--- src/rtl/mips_pkg.sv ---
// Shared MIPS definitions: opcodes, fetch FSM encoding and next-PC select codes.
package mips_pkg;

    localparam logic [5:0] OP_RTYPE = 6'h00;
    localparam logic [5:0] OP_J     = 6'h02;
    localparam logic [5:0] OP_JAL   = 6'h03;
    localparam logic [5:0] OP_BEQ   = 6'h04;
    localparam logic [5:0] OP_BNE   = 6'h05;
    localparam logic [5:0] OP_ADDI  = 6'h08;
    localparam logic [5:0] OP_LW    = 6'h23;
    localparam logic [5:0] OP_SW    = 6'h2B;

    localparam logic [31:0] NOP_INSTR  = 32'h0000_0000;
    localparam int          WORD_BYTES = 4;

    typedef enum logic [1:0] {
        ST_BOOT     = 2'd0,
        ST_RUN      = 2'd1,
        ST_REDIRECT = 2'd2
    } fetch_state_e;

    typedef enum logic [1:0] {
        SEL_SEQ    = 2'd0,
        SEL_BRANCH = 2'd1,
        SEL_JUMP   = 2'd2,
        SEL_HOLD   = 2'd3
    } pc_sel_e;

    function automatic logic [31:0] word_align(input logic [31:0] addr);
        return addr & ~32'h3;
    endfunction

endpackage

--- src/rtl/pc_next_sel.sv ---
// Combinational next-PC mux: branch over jump over stall over sequential fetch.
module pc_next_sel
    import mips_pkg::*;
(
    input  logic        active,
    input  logic [31:0] pc,
    input  logic        branch_taken,
    input  logic [31:0] branch_target,
    input  logic        jump_taken,
    input  logic [31:0] jump_target,
    input  logic        stall,
    output logic [31:0] pc_next,
    output pc_sel_e     sel
);

    always_comb begin
        sel     = SEL_HOLD;
        pc_next = pc;
        if (active) begin
            // Branch belongs to the older instruction, so it outranks the jump.
            if (branch_taken) begin
                sel     = SEL_BRANCH;
                pc_next = word_align(branch_target);
            end else if (jump_taken) begin
                sel     = SEL_JUMP;
                pc_next = word_align(jump_target);
            end else if (!stall) begin
                sel     = SEL_SEQ;
                pc_next = pc + 32'(WORD_BYTES);
            end
        end
    end

endmodule

--- src/rtl/instruction_fetch.sv ---
// MIPS fetch stage: owns the PC, drives instruction memory and fills the IF/ID register.
module instruction_fetch
    import mips_pkg::*;
#(
    parameter logic [31:0] RESET_PC = 32'h0000_0000
) (
    input  logic        Clk,
    input  logic        Reset,
    input  logic        Stall,
    input  logic        BranchTaken,
    input  logic [31:0] BranchTarget,
    input  logic        JumpTaken,
    input  logic [31:0] JumpTarget,
    output logic [31:0] IMemAddr,
    input  logic [31:0] IMemData,
    output logic [31:0] PC,
    output logic [31:0] IF_ID_Instruction,
    output logic [31:0] IF_ID_PCPlus4,
    output logic        IF_ID_Valid,
    output logic [31:0] FetchCount
);

    fetch_state_e state_q, state_d;
    logic [31:0]  pc_q, pc_d;
    logic [31:0]  instr_q, instr_d;
    logic [31:0]  pcp4_q, pcp4_d;
    logic         valid_q, valid_d;
    logic [31:0]  count_q, count_d;

    logic [31:0]  pc_next;
    pc_sel_e      pc_sel;

    pc_next_sel u_pc_next_sel (
        .active        (state_q != ST_BOOT),
        .pc            (pc_q),
        .branch_taken  (BranchTaken),
        .branch_target (BranchTarget),
        .jump_taken    (JumpTaken),
        .jump_target   (JumpTarget),
        .stall         (Stall),
        .pc_next       (pc_next),
        .sel           (pc_sel)
    );

    always_comb begin
        state_d = state_q;
        pc_d    = pc_q;
        instr_d = instr_q;
        pcp4_d  = pcp4_q;
        valid_d = valid_q;
        count_d = count_q;
        if (state_q == ST_BOOT) begin
            state_d = ST_RUN;
        end else begin
            // RUN and REDIRECT share identical datapath behaviour.
            state_d = ST_RUN;
            pc_d    = pc_next;
            unique case (pc_sel)
                SEL_BRANCH, SEL_JUMP: begin
                    instr_d = NOP_INSTR;
                    valid_d = 1'b0;
                    state_d = ST_REDIRECT;
                end
                SEL_SEQ: begin
                    instr_d = IMemData;
                    pcp4_d  = pc_next;
                    valid_d = 1'b1;
                    count_d = count_q + 32'd1;
                end
                default: ;
            endcase
        end
    end

    always_ff @(posedge Clk or posedge Reset) begin
        if (Reset) begin
            state_q <= ST_BOOT;
            pc_q    <= word_align(RESET_PC);
            instr_q <= NOP_INSTR;
            pcp4_q  <= 32'h0;
            valid_q <= 1'b0;
            count_q <= 32'h0;
        end else begin
            state_q <= state_d;
            pc_q    <= pc_d;
            instr_q <= instr_d;
            pcp4_q  <= pcp4_d;
            valid_q <= valid_d;
            count_q <= count_d;
        end
    end

    assign IMemAddr          = pc_q;
    assign PC                = pc_q;
    assign IF_ID_Instruction = instr_q;
    assign IF_ID_PCPlus4     = pcp4_q;
    assign IF_ID_Valid       = valid_q;
    assign FetchCount        = count_q;

endmodule

--- config.mk ---
export PLATFORM = sky130hd
export DESIGN_NAME = instruction_fetch
export DESIGN_NICKNAME = d
export VERILOG_FILES = /design/src/rtl/mips_pkg.sv /design/src/rtl/pc_next_sel.sv /design/src/rtl/instruction_fetch.sv
export SDC_FILE = /design/constraint.sdc
export NUM_CORES = 1
export LEC_CHECK = 0
export CORE_MARGIN = 3
export CORE_UTILIZATION = 44
export DETAILED_ROUTE_END_ITERATION = 8
export GPL_ROUTABILITY_DRIVEN = 0
export GPL_TIMING_DRIVEN = 0
export PLACE_DENSITY = 0.83
export REMOVE_ABC_BUFFERS = 1
export SLEW_MARGIN = 0
export SYNTH_ARGS = -nofsm -noshare
export SYNTH_HDL_FRONTEND = slang
export SYNTH_SLANG_ARGS = --single-unit
--- constraint.sdc ---
create_clock -name Clk -period 4.8 [get_ports Clk]
set_input_delay 0.48 -clock Clk [delete_from_list [all_inputs] [get_ports Clk]]
set_output_delay 0.48 -clock Clk [all_outputs]
set_load 0.01 [all_outputs]
==> results of run 1 <==
==> routing by layer <==
layer  share of wire  GRT usage  vias up
met5               0          0        -
met4           0.020      0.102        0
met3           0.059     0.0449       29
met2            0.50      0.398      256
met1            0.42      0.324     2981
li1                -          -     2824
==> worst max-delay path, delay by kind of cell <==
family          cells  cell delay (ps)
xor+xnor            1              150
fa+ha+maj           1              250
buf+inv             2             1570
compound gates      2             1210
simple gates        3              930
==> metrics by stage <==
stage                     hold WS [ps]  utilization  TNS (ps)
after global routing               499        0.660         0
after floorplan                    508            -         0
after global placement             459        0.617   -212380
final                              475        0.660         0
after detailed placement           466        0.623    -23420
after CTS                          478        0.660         0
==> final cells by class <==
class / count / area [um2] / share of cell area
flip-flops and latches: 131 / 3280 / 0.338
multi-input cells: 449 / 2940 / 0.303
repair buffers: 262 / 2670 / 0.275
clock buffers: 17 / 425 / 0.0438
well taps: 184 / 230 / 0.0237
clock inverters: 14 / 97.6 / 0.0101
inverters: 15 / 61.3 / 0.00632
==> worst max-delay path by stage <==
| stage | from | endpoint | slack, ps | depth (start not counted) |
|---|---|---|---|---|
| global route | JumpTaken | FetchCount[31] | 250 | 9 |
| floorplan | Reset | FetchCount[0] | 820 | 1 |
| detailed placement | JumpTaken | IF_ID_Instruction[16] | -650 | 8 |
| global placement | JumpTaken | IF_ID_Instruction[6] | -1450 | 7 |
| CTS | JumpTaken | FetchCount[31] | 150 | 9 |
| finish | JumpTaken | FetchCount[31] | 470 | 9 |
==> repair_timing <==
item | 4_1_cts | 5_1_grt
setup endpoints to repair | 32 | 17
resized for setup | 0 | 1
endpoints found under the hold margin | 0 | 0
setup buffers | 2 | 0
pin swaps | 1 | 0
hold buffers | 0 | 0
==> power by group through the flow <==
stage	clock network (uW)	logic [uW]	registers (uW)
finish	1160	2200	1860
global route	1240	2380	1920
CTS	1180	2220	1850
detailed placement	0	2200	1870
global placement	0	2130	1850
floorplan	0	722	2000
==> logic make-up after synthesis <==
| kind of cell | share of synthesized area |
|---|---|
| AND/OR/NAND/NOR | 0.153 |
| flip-flops | 0.492 |
| buffers and inverters | 0.0678 |
| multiplexers | 0.0300 |
| XOR/XNOR | 0.0670 |
| AO/OA/AOI/OAI | 0.182 |
| adder cells (fa/ha/maj) | 0.00751 |
==> cells in the mapped netlist, drive strengths merged (5+ instances only) <==
| cell | instances | area (um2) |
|---|---|---|
| nand3 | 27 | 135 |
| nor4 | 5 | 58.8 |
| inv | 15 | 56.3 |
| a31oi | 14 | 87.6 |
| mux2i | 11 | 110 |
| mux2 | 8 | 90.1 |
| xor2 | 12 | 105 |
| dfrtp | 131 | 3280 |
| o21ai | 32 | 160 |
| xnor2 | 39 | 342 |
| a22o | 34 | 298 |
| and4 | 8 | 70.1 |
| buf | 38 | 264 |
| o22ai | 12 | 75.1 |
| nor3 | 7 | 40.0 |
| o221ai | 5 | 43.8 |
| clkbuf | 35 | 131 |
| nand2b | 6 | 37.5 |
| and2 | 5 | 31.3 |
| a21oi | 40 | 200 |
| nand2 | 56 | 210 |
| nor2 | 39 | 146 |
| nand4 | 21 | 138 |
| and3 | 7 | 43.8 |
==> registers in the layout, indices dropped and copies added, names as in the netlist <==
register and count:
IMemAddr 32, IF_ID_PCPlus4 32, FetchCount 32, IF_ID_Valid 1, state_q 2, IF_ID_Instruction 32
==> results_dict.tcl, run 1 <==
set metrics [dict create \
    worstSetupEndpointType "flop" \
    ctsLongestPathBuffers 2 \
    routedWlPerCell_um 18.9 \
    die_area_um2 16700 \
    netSwitchingFraction 0.361 \
    place_inst 1039 \
    leakage_uw 0.00402 \
    period_minus_slack_ps 4330 \
    clkPwrFrac 0.223 \
    rrSetupSlack_ps 1180 \
    p_seq_frac 0.356 \
    numCtsBuffers 17 \
    vias 6090 \
    slew_headroom 0.108 \
    cap_violations 0 \
    outcome "finished, final reports clean" \
    start_kind "input pin" \
    start_util 0.453 \
    die_h_um 129 \
    synth_cell_type_count 57 \
    ir_worst_vdd_v 0.000314 \
    die_x_um 129 \
    final_cells 1072 \
    total_power_uw 5230 \
    skew_ps 9.27 \
    dr.pass1.iters 5 \
    cts_tree "yes" \
    worst-path-max-fanout 37 \
    fillers 1181 \
    syn_avg_cell_area_um2 9.98 \
    power_switching_uw 1890 \
    worstReg2RegStart "state_q[0]" \
    cp_slowest_stage_delay_ps 970 \
    r2r-end "FetchCount[31]" \
    num_io_pins 262 \
    drc 0 \
    period_share 0.901 \
    arrival_ps 4630 \
    synth_edf_count 0 \
    drt_iter0_drc 565 \
    mostFrequentLayoutCells "255 x clkdlybuf4s50_1, 131 x dfrtp_1, 55 x nand2_1" \
    hold_viol 0 \
    setup_viol 0 \
    cts.sinks 131 \
    netlist_area_um2 6670 \
    ys_seq_area_frac 0.492 \
    synthFlopType "dfrtp_1" \
    synth_cells 668 \
    r2r_cells 9 \
    worstSetupPathType "input pin to flop" \
    slew_violations 0 \
    grt_overflow_total 0 \
    grt_max_degree 75 \
    cpMaxStageDelayCell "dlymetal6s2s_1" \
    worst_slew_pin_slew_ps 1340 \
    fin_area_um2 9700 \
    hp-start "FetchCount[31]" \
    hp-class "flop to flop" \
    ant_nets 0 \
    portBuffers 257 \
    track_usage 0.245 \
    cts_root_buffer "clkbuf_16" \
    synth-seq-cells 131 \
    placed_cell_area_um2 9150 \
    antenna_cells 0 \
    path_cells "dlymetal6s2s_1, inv_1, a211oi_1, ha_1, o21a_2, and4_1, and2_1, nand4_1, xnor2_1" \
    layout_commonest_cell "clkdlybuf4s50_1" \
    place_ws_ps -652 \
    fp-row-count 44 \
    rsz0062_at_grt "false" \
    max_clock_freq_mhz 231 \
    worstHoldEndpoint "FetchCount[31]" \
    coreArea_um2 14700 \
    min_path_cells 1 \
    final.setup.worst_slack_ps 474 \
    synthArstFlopShare 1.00 \
    grt_pass1_vias 5872 \
    intPower_uw 3340 \
    yosys_warnings 0 \
    vias_per_cell 5.68 \
    fin_nets 981 \
    p_comb_frac 0.422 \
    clk_pin_slew_ps 50 \
    clkLatencyLatePin_ps 420 \
    cp.required_ps 5100 \
    grt_pass1_wl_mm 31.8 \
    wl_mm 20.3 \
    htree_levels 4 \
    drive_gt1_frac 0.0653 \
    cellPowerDensity_nw_per_um2 539 \
    antenna_found_initial 0 \
    hpwlAfterDp_mm 14.2 \
    area_growth_pct 45.6 \
]
Power figures use the tool's default switching activity.
==> run 2: changes to the inputs <==
CORE_UTILIZATION = 40   (was 44)
PLACE_DENSITY = 0.79   (was 0.83)
clock period = 3.63 ns   (was 4.8 ns; I/O delays follow)
==> results_dict.tcl, run 2 (synthesis results as in run 1) <==
set metrics [dict create \
    routedWlPerCell_um 18.4 \
    holdBufCountCts 0 \
    period_share 0.940 \
    setup_viol 0 \
    final.setup.worst_slack_ps 217 \
    cts_tree "yes" \
    slew_violations 0 \
    cp_slowest_stage_delay_ps 640 \
    hp-class "input pin to asynchronous set/reset pin" \
    clk_pin_slew_ps 60 \
    antenna_found_initial 0 \
    cts.sinks 131 \
    dr.pass1.iters 5 \
    post_cts_buffers 0 \
    grt_overflow_total 0 \
    cellPowerDensity_nw_per_um2 716 \
    fin_area_um2 9820 \
    die_area_um2 18200 \
    multiInputGateArea_um2 2960 \
    worst_slew_pin_slew_ps 1330 \
    outcome "finished, final reports clean" \
    skew_ps 11.7 \
    final_cells 1104 \
    placed_cell_area_um2 9230 \
    grt_pass1_wl_mm 31.5 \
    wl_mm 20.3 \
    total_power_uw 7030 \
    vias_per_cell 5.45 \
    start_kind "input pin" \
    cap_violations 0 \
    seq_area_um2 3280 \
    start_util 0.414 \
    die_x_um 135 \
    grt_max_degree 91 \
    coreArea_um2 16100 \
    track_usage 0.219 \
    period_minus_slack_ps 3410 \
    ant_nets 0 \
    mostFrequentLayoutCells "256 x clkdlybuf4s50_1, 131 x dfrtp_1, 55 x nand2_1" \
    ir_worst_vdd_v 0.000380 \
    path_cells "clkdlybuf4s18_2, inv_1, a211oi_1, ha_1, o21a_4, and4_1, and2_1, nand4_1, xnor2_1" \
    place_inst 1072 \
    hpwlAfterDp_mm 14.3 \
    fp-row-count 46 \
    portBuffers 257 \
    drive_gt1_frac 0.0653 \
    place_ws_ps -1550 \
    rsz0062_at_grt "false" \
    vias 6019 \
    die_h_um 135 \
    ctsLongestPathBuffers 2 \
    num_io_pins 262 \
    htree_levels 4 \
    fillers 1347 \
    drc 0 \
    drt_iter0_drc 431 \
    hold_viol 0 \
    cts_root_buffer "clkbuf_16" \
    worst-path-max-fanout 37 \
    slew_headroom 0.113 \
    cp.required_ps 3920 \
    arrival_ps 3700 \
    leakage_uw 0.00402 \
    cpMaxStageDelayCell "clkdlybuf4s18_2" \
    clkLatencyLatePin_ps 420 \
    grt_pass1_vias 5755 \
    worstSetupEndpointType "flop" \
    max_clock_freq_mhz 293 \
    antenna_cells 0 \
    worstSetupPathType "input pin to flop" \
    numCtsBuffers 17 \
    final_util 0.609 \
    area_growth_pct 47.3 \
    layout_commonest_cell "clkdlybuf4s50_1" \
    fin_nets 980 \
]
run 2: worst paths after layout:
path	from	slack, ps	depth (start not counted)	endpoint
worst max-delay path	JumpTaken	220	9	FetchCount[31]
worst min-delay path	Reset	320	2	IF_ID_Instruction[26]
worst max register to register	state_q[0]	270	9	FetchCount[31]
worst min register to register	FetchCount[31]	470	1	FetchCount[31]
max in group asynchronous	Reset	2520	3	IMemAddr[2]
min in group Clk	FetchCount[31]	470	1	FetchCount[31]
run 2: power by group:
group | switching, uW | internal (uW) | leakage (uW) | total [uW]
clock network | 683 | 967 | 0.000277 | 1650
logic | 1330 | 1590 | 0.00206 | 2920
registers | 554 | 1900 | 0.00168 | 2460
total | 2570 | 4470 | 0.00402 | 7030
run 2: per-layer routing:
layer  global-route usage  wire length, um  share of wire  vias to the layer above
li1                     -                -              -                     2835
met1                0.297             8670           0.43                     2910
met2                0.345             9880           0.49                      247
met3               0.0458             1300          0.064                       27
met4               0.0834              439          0.022                        0
met5                    0                0              0                        -
run 2: critical path: cells and delay by family:
| kind | cells | cell delay [ps] |
|---|---|---|
| XOR/XNOR | 1 | 150 |
| AO/OA/AOI/OAI | 2 | 910 |
| buffers and inverters | 2 | 1100 |
| adder cells (fa/ha/maj) | 1 | 270 |
| AND/OR/NAND/NOR | 3 | 890 |
run 2: area by class of cell:
cell class,count,share of cell area
flip-flops and latches,131,0.334
inverters,15,0.00625
clock inverters,14,0.0133
clock buffers,18,0.0447
repair buffers,261,0.273
multi-input cells,449,0.301
well taps,216,0.0275
run 2: repair_timing:
item / 4_1_cts / 5_1_grt
endpoints found under the setup margin: 93 / 2
resized for setup: 6 / 1
pin swaps: 0 / 0
run 2: metrics by stage:
step	TNS, ps	hold WS (ps)
4_1_cts	0	331
2_1_floorplan	-30220	496
3_5_place_dp	-104790	467
3_3_place_gp	-455900	462
5_1_grt	0	349
6_report	0	324
==> run 3: changes to the inputs <==
CORE_UTILIZATION = 44   (was 40)
PLACE_DENSITY = 0.83   (was 0.79)
clock period = 3.5 ns   (was 3.63 ns; I/O delays follow)
==> results_dict.tcl, run 3 (synthesis results as in run 1) <==
set metrics [dict create \
    num_io_pins 262 \
    worst-path-max-fanout 37 \
    die_area_um2 16700 \
    hpwlAfterDp_mm 14.2 \
    path_delay_family "buffers and inverters" \
    worstReg2RegStart "state_q[1]" \
    clkLatencyLatePin_ps 420 \
    r2r_cells 9 \
    drt_iter0_drc 511 \
    cap_violations 0 \
    outcome "finished, final reports clean" \
    antenna_found_initial 0 \
    leakage_uw 0.00401 \
    total_power_uw 7180 \
    skew_ps 8.90 \
    antenna_cells 0 \
    cts_tree "yes" \
    slew_violations 0 \
    portBuffers 257 \
    holdBufCountCts 0 \
    fin_nets 981 \
    routedWlPerCell_um 18.9 \
    area_growth_pct 45.7 \
    htree_levels 4 \
    ant_nets 0 \
    track_usage 0.245 \
    cellPowerDensity_nw_per_um2 740 \
    cts_root_buffer "clkbuf_16" \
    layout_commonest_cell "clkdlybuf4s50_1" \
    coreArea_um2 14700 \
    vias 6088 \
    drive_gt1_frac 0.0664 \
    die_h_um 129 \
    period_share 0.933 \
    path_cells "buf_2, inv_1, a211oi_1, ha_1, o21a_4, and4_1, and2_1, nand4_1, xnor2_1" \
    hp-class "input pin to asynchronous set/reset pin" \
    die_x_um 129 \
    cpMaxStageDelayCell "buf_2" \
    cp.required_ps 3800 \
    worst_slew_pin_slew_ps 1280 \
    path_buf_inv 2 \
    ir_worst_vdd_v 0.000454 \
    ctsLongestPathBuffers 2 \
    grt_max_degree 75 \
    clk_pin_slew_ps 60 \
    max_clock_freq_mhz 306 \
    r2r-end "FetchCount[31]" \
    rrSetupSlack_ps 410 \
    place_ws_ps -1820 \
    arrival_ps 3570 \
    final.setup.worst_slack_ps 235 \
    slew_headroom 0.149 \
    start_kind "input pin" \
    grt_pass1_wl_mm 31.9 \
    dr.pass1.iters 5 \
    vias_per_cell 5.68 \
    seq_area_um2 3280 \
    hold_viol 0 \
    grt_overflow_total 0 \
    cp_slowest_stage_delay_ps 510 \
    setup_viol 0 \
    fillers 1182 \
    rsz0062_at_grt "false" \
    drc 0 \
    fp-row-count 44 \
    grt_pass1_vias 5865 \
    place_inst 1039 \
    start_util 0.453 \
    wl_mm 20.3 \
    numCtsBuffers 17 \
    final_cells 1072 \
    period_minus_slack_ps 3270 \
    worstSetupPathType "input pin to flop" \
    worstSetupEndpointType "flop" \
    multiInputGateArea_um2 2950 \
    cts.sinks 131 \
    mostFrequentLayoutCells "255 x clkdlybuf4s50_1, 131 x dfrtp_1, 55 x nand2_1" \
]
[run 3: changes by cell type in the layout (fill, tap and decap cells not counted), moves of 2 or more]
cell	before	now
inv_6	4	1
clkinv_2	3	12
clkinv_4	5	0
buf_16	4	2
[run 3: repair_timing]
item	4_1_cts	5_1_grt
resized for setup	7	3
buffers inserted	2	0
setup endpoints to repair	97	17
pin swaps	1	0
[run 3: power breakdown]
| part | total (uW) | switching [uW] | internal, uW |
|---|---|---|---|
| registers | 2560 | 579 | 1980 |
| clock network | 1600 | 647 | 952 |
| logic | 3030 | 1370 | 1660 |
| total | 7180 | 2600 | 4580 |
[run 3: worst max path at each step]
stage | start | endpoint | slack, ps | cells past startpoint
4_1_cts | JumpTaken | IF_ID_PCPlus4[21] | 30 | 7
6_report | JumpTaken | FetchCount[31] | 230 | 9
3_3_place_gp | JumpTaken | IF_ID_Instruction[6] | -2620 | 7
5_1_grt | JumpTaken | FetchCount[31] | 70 | 9
3_5_place_dp | JumpTaken | IF_ID_Instruction[16] | -1820 | 8
2_1_floorplan | Reset | FetchCount[0] | -350 | 1
[run 3: layout make-up]
| class | count | area share |
|---|---|---|
| repair buffers | 262 | 0.275 |
| inverters | 15 | 0.00631 |
| clock buffers | 17 | 0.0438 |
| multi-input cells | 449 | 0.304 |
| well taps | 184 | 0.0237 |
| flip-flops and latches | 131 | 0.338 |
| clock inverters | 14 | 0.0100 |
[run 3: per-stage QoR]
| step | util | setup TNS, ps | hold WS (ps) | instance area [um2] |
|---|---|---|---|---|
| after floorplan | - | -45550 | 483 | 6270 |
| after global placement | 0.617 | -476190 | 459 | 9070 |
| after detailed placement | 0.623 | -127700 | 466 | 9150 |
| after CTS | 0.661 | 0 | 454 | 9710 |
| after global routing | 0.661 | 0 | 495 | 9710 |
| final | 0.661 | 0 | 429 | 9710 |
[run 3: metal layers]
metal	global-route usage	part of all wire	vias to the layer above
met5	0	0	-
met4	0.0994	0.022	0
met1	0.325	0.42	2979
met3	0.0449	0.055	37
li1	-	-	2827
met2	0.399	0.50	245
